[src/rtl/mem_wb_skid_buffer.sv]
// MEM/WB boundary register with a valid/ready handshake, a one-entry skid slot and a synchronous flush.
// occupancy_q | meaning
// 0 (EMPTY)   | nothing held, out_valid low
// 1 (ONE)     | head holds the presented entry
// 2 (FULL)    | head and skid both hold entries, in_ready low
module mem_wb_skid_buffer #(
    parameter int DATA_W      = 32,
    parameter int REG_ADDR_W  = 5,
    parameter int SUPPRESS_R0 = 1
) (
    input  logic                  clk,
    input  logic                  rst_n,
    input  logic                  flush,
    input  logic                  in_valid,
    output logic                  in_ready,
    input  logic                  memToRegI,
    input  logic                  regWriteI,
    input  logic [DATA_W-1:0]     readDataI,
    input  logic [DATA_W-1:0]     aluResultI,
    input  logic [REG_ADDR_W-1:0] writeRegistrerI,
    output logic                  out_valid,
    input  logic                  out_ready,
    output logic                  memToRegO,
    output logic                  regWriteO,
    output logic [DATA_W-1:0]     readDataO,
    output logic [DATA_W-1:0]     aluResultO,
    output logic [REG_ADDR_W-1:0] writeRegistrerO,
    output logic [DATA_W-1:0]     wbDataO,
    output logic [1:0]            occupancy
);

    localparam int PAY_W = 2 + 2 * DATA_W + REG_ADDR_W;

    localparam logic [1:0] OCC_EMPTY = 2'd0;
    localparam logic [1:0] OCC_ONE   = 2'd1;
    localparam logic [1:0] OCC_FULL  = 2'd2;

    logic [1:0]       occ_q, occ_d;
    logic             in_ready_q, in_ready_d;
    logic [PAY_W-1:0] head_q, head_d;
    logic [PAY_W-1:0] skid_q, skid_d;
    logic [PAY_W-1:0] in_pay;
    logic             accept;
    logic             suppress_hit;

    assign in_pay = {memToRegI, regWriteI, readDataI, aluResultI, writeRegistrerI};
    assign accept = in_valid & in_ready_q;

    always_comb begin
        occ_d  = occ_q;
        head_d = head_q;
        skid_d = skid_q;
        if (flush) begin
            // payload is left stale; occupancy alone decides visibility
            occ_d = OCC_EMPTY;
        end else begin
            case (occ_q)
                OCC_EMPTY: begin
                    if (accept) begin
                        occ_d  = OCC_ONE;
                        head_d = in_pay;
                    end
                end
                OCC_ONE: begin
                    if (accept && out_ready) begin
                        head_d = in_pay;
                    end else if (accept) begin
                        occ_d  = OCC_FULL;
                        skid_d = in_pay;
                    end else if (out_ready) begin
                        occ_d = OCC_EMPTY;
                    end
                end
                OCC_FULL: begin
                    if (out_ready) begin
                        occ_d  = OCC_ONE;
                        head_d = skid_q;
                    end
                end
                default: begin
                    occ_d = OCC_EMPTY;
                end
            endcase
        end
    end

    // in_ready is registered from the next occupancy so it never sees out_ready combinationally
    assign in_ready_d = (occ_d != OCC_FULL);

    always_ff @(posedge clk or negedge rst_n) begin
        if (!rst_n) begin
            occ_q      <= OCC_EMPTY;
            in_ready_q <= 1'b1;
            head_q     <= '0;
            skid_q     <= '0;
        end else begin
            occ_q      <= occ_d;
            in_ready_q <= in_ready_d;
            head_q     <= head_d;
            skid_q     <= skid_d;
        end
    end

    assign in_ready        = in_ready_q;
    assign occupancy       = occ_q;
    assign out_valid       = (occ_q != OCC_EMPTY);
    assign memToRegO       = head_q[PAY_W-1];
    assign readDataO       = head_q[PAY_W-3 -: DATA_W];
    assign aluResultO      = head_q[REG_ADDR_W +: DATA_W];
    assign writeRegistrerO = head_q[REG_ADDR_W-1:0];
    assign wbDataO         = memToRegO ? readDataO : aluResultO;

    assign suppress_hit = (SUPPRESS_R0 != 0) && (writeRegistrerO == '0);
    assign regWriteO    = head_q[PAY_W-2] & out_valid & ~suppress_hit;

endmodule

[config.mk]
export PLATFORM = sky130hd
export DESIGN_NAME = mem_wb_skid_buffer
export DESIGN_NICKNAME = d
export VERILOG_FILES = /design/src/rtl/mem_wb_skid_buffer.sv
export SDC_FILE = /design/constraint.sdc
export NUM_CORES = 1
export LEC_CHECK = 0
export CAP_MARGIN = 20
export CORE_MARGIN = 2
export CORE_UTILIZATION = 40
export CTS_CLUSTER_DIAMETER = 150
export DETAILED_ROUTE_END_ITERATION = 7
export PLACE_DENSITY_LB_ADDON = 0.25
export SYNTH_ARGS = -nofsm -noshare
export SYNTH_HDL_FRONTEND = slang
export SYNTH_SLANG_ARGS = --single-unit
[constraint.sdc]
create_clock -name clk -period 1.36 [get_ports clk]
set_input_delay 0.272 -clock clk [delete_from_list [all_inputs] [get_ports clk]]
set_output_delay 0.272 -clock clk [all_outputs]
set_load 0.005 [all_outputs]
==> summary.txt <==
Clocking
  • Clock Pin Slew Worst Setup and Hold Paths: 0.06 ns
  • CTS tree: yes
  • Clk_lat worst skew: 0.42 ns
  • Number of buffers created by CTS: 17
  • Total number of H-tree levels: 4
  • Clock sinks: 145
  • Max Buffers Root-to-Sink: 2
  • Clock Tree Root: clkbuf_16

Synthesis
  • Number of synthesized register bits: 145
  • Sequential cell area fraction in the yosys report: 52.3%
  • Mean cell area of the mapped netlist: 11.9 um2
  • Synthesized instance count: 582
  • Number of nets in the synthesized netlist: 658
  • Yosys warning total: 0
  • Count of distinct cell types in the synthesized netlist: 26
  • Netlist area before placement: 6950 um2

GRT
  • First-pass GRT wire length: 34700 um
  • Number of global-route vias before repair: 6257
  • Total global-route track usage: 25.2%
  • Initial antenna violation count: 1
  • Maximum number of pins on one net before global-route repair: 38
  • Total gr overflow: 0

Drt
  • Detailed-route wire length per cell: 21.9 um
  • Via-per-instance ratio: 5.05
  • DRC errors left: 0
  • Antenna Nets Post-Route: 0
  • Router iterations before antenna repair: 4
  • Drt total wl: 25100 um
  • Via count of the routed design: 5797
  • Count of routing violations after the opening detailed-route iteration: 204

Setup path
  • Cell mode on critical path: buf_12
  • Slowest stage cell, crit path: dfrtp_2
  • Critical Path Start Type: register
  • Critical path capture point type: output pin
  • Total buffers and inverters traversed by the critical path: 4
  • Worst setup path category: register to output pin
  • Data arrival at the endpoint of the critical path: 1.72 ns
  • Critical Path, Cell by Cell: buf_12, buf_16, buf_12, mux2_4, buf_6
  • Highest cell delay on the worst timing path: 0.48 ns
  • Category of cells accounting for the largest share of critical-path delay: buffers and inverters
  • Crit-path max FO: 4
  • Required time reported for the critical path endpoint: 1.09 ns

Floorplanning
  • Number of placement rows: 48
  • I/O pin cnt: 183
  • Initial core utilization: 40.6%
  • Area of the die: 18400 um2
  • Core outline area: 17100 um2
  • Die outline width: 136 um
  • Die height: 136 um

Flow run
  • Number of max-cap violations: 0

Timing
  • Max Freq: 0.502 GHz
  • Unrepaired setup endpoints after global routing: yes
  • Final setup slack of the worst path: -0.634 ns
  • Final Slew Violations: 0
  • Tmin final: 1.99 ns
  • Hold Vio Cnt, Final: 0
  • Number of setup violations in the final report: 185
  • Tcrit/Tclk final: 147%
  • Worst Max-Slew Pin Slew: 0.341 ns
  • Headroom to the max-slew limit: 77.2%
  • Clock skew: 0.0102 ns
  • Total negative slack: -69.63 ns

Place
  • Port-buffer cells: 182
  • Worst Setup Slack post-DPL: -0.593 ns
  • Routability-driven placement congestion ratio: 0.814
  • Dpl hpwl: 11900 um

Cells and area
  • Share of cells above drive strength 1: 69.2%
  • Total number of nets in the final design: 984
  • Layout Area Growth over Synthesis: 88.5%
  • Filler Cell Count: 1026
  • Util after Layout: 76.5%

Power
  • Lkg Pwr: 6.08 nW
  • Maximum ir drop on the vdd rail: 881 uV
  • Power Dens Cells: 1430 nW/um2
  • Design Power: 0.0187 W

Hold path
  • HP Class: input port to async pin

Outcome
  • Result of the run: complete, but fails checks
  • Failing checks: setup timing
[cell usage in the layout (no fill, tap or decap), types with 2 or more instances in the layout]
master           instances
nor2_1                   3
clkinv_4                 2
nor2_2                   5
clkbuf_8                 4
bufinv_16                4
buf_4                   62
clkbuf_2                 5
mux2i_2                 11
dfrtp_2                  2
clkbuf_1                 2
clkdlybuf4s50_1         74
mux2_4                  34
buf_12                  28
mux2_2                  69
buf_16                  19
buf_6                  178
nor2_4                  65
a21oi_2                 71
clkinv_2                 3
buf_8                   10
dfrtp_1                142
mux2i_4                  7
mux2i_1                 53
buf_2                   24
nand3b_1                 2
clkbuf_16               26
[synth_stat cells, drive strengths merged]
master / count / area share [%]
o31a: 1 / 0.13
a31oi: 2 / 0.27
clkbuf: 4 / 0.22
mux2i: 71 / 10
buf: 99 / 9.7
or3: 1 / 0.090
nand4bb: 1 / 0.16
nand2: 1 / 0.054
o31ai: 1 / 0.11
a21oi: 71 / 5.1
dfstp: 1 / 0.38
nor2: 73 / 3.9
or2: 1 / 0.090
nand2b: 1 / 0.090
a21o: 1 / 0.11
nand3b: 2 / 0.22
o311a: 1 / 0.14
mux2: 103 / 17
nand4b: 1 / 0.13
dfrtp: 144 / 52
nand3: 2 / 0.22
[final timing paths]
path	from	to	slack (ns)	depth (start not counted)
max in group asynchronous	rst_n	occupancy[1]	0.51	3
min in group clk	readDataI[15]	skid_q[52]	0.50	2
min reg2reg	skid_q[70]	skid_q[70]	0.50	1
max	head_q[70]	wbDataO[12]	-0.63	5
min	rst_n	head_q[63]	0.31	2
max reg2reg	in_ready	head_q[62]	-0.44	8
[final cells by class]
cell class              instances  area [um2]  share of cell area [%]
diodes                          1        2.50                  0.0191
clock buffers                  23         488                    3.73
clock inverters                 9         153                    1.17
multi-input cells             334        3710                    28.4
flip-flops and latches        145        3630                    27.7
well taps                     225         282                    2.15
repair buffers                410        4820                    36.8
[stage by stage]
stage / hold slack, ns / instance area, um2 / instances
global placement: 0.181 / 9540 / 990
CTS: 0.304 / 12000 / 1123
floorplan: -0.0236 / 7280 / 582
detailed placement: 0.184 / 9540 / 990
finish: 0.308 / 13100 / 1147
global route: 0.328 / 13100 / 1146
[worst register-to-register path, cell delays in order (launching register included)]
cell	delay, ns
dfstp_2	0.54
buf_6	0.12
nand4b_1	0.14
a31oi_4	0.29
buf_6	0.20
buf_6	0.12
clkbuf_16	0.18
nor2_4	0.04
a21oi_2	0.09
[cells by family (layout without fill, tap and decap cells)]
logic type             count (synthesis)  after routing  synth area share (%)
other                                  0              1                     0
AO/OA/AOI/OAI                         77             77                  5.87
flip-flops                           145            145                  52.3
multiplexers                         174            174                  26.9
AND/OR/NAND/NOR                       83             83                  4.99
buffers and inverters                103            442                  9.96
[layer usage]
layer  up-vias  track usage [%]  routed length (um)  share of wire (%)
met2       183             45.5               13700                 55
met5         -                0                   0                  0
met1      2958             29.3                9650                 38
met3        36             6.62                1290                5.1
li1       2620                -                   -                  -
met4         0             7.47                 485                1.9
[power breakdown]
group,internal [W],switching [W]
Sequential,0.00541,0.000764
Combinational,0.00478,0.00266
Clock,0.00327,0.00180
Total,0.0135,0.00522
[flip-flops by register name (all words and copies together), names as in the netlist]
register	count
occupancy	2
in_ready	1
head_q	71
skid_q	71
[repair_timing]
item	CTS	global route
endpoints found under the setup margin	249	233
cloned	25	9
pin swaps	7	8
gates resized for setup	641	255
endpoints found under the hold margin	21	0
hold buffers	1	0
buffers inserted	82	46
(Power assumes the default switching activity.)
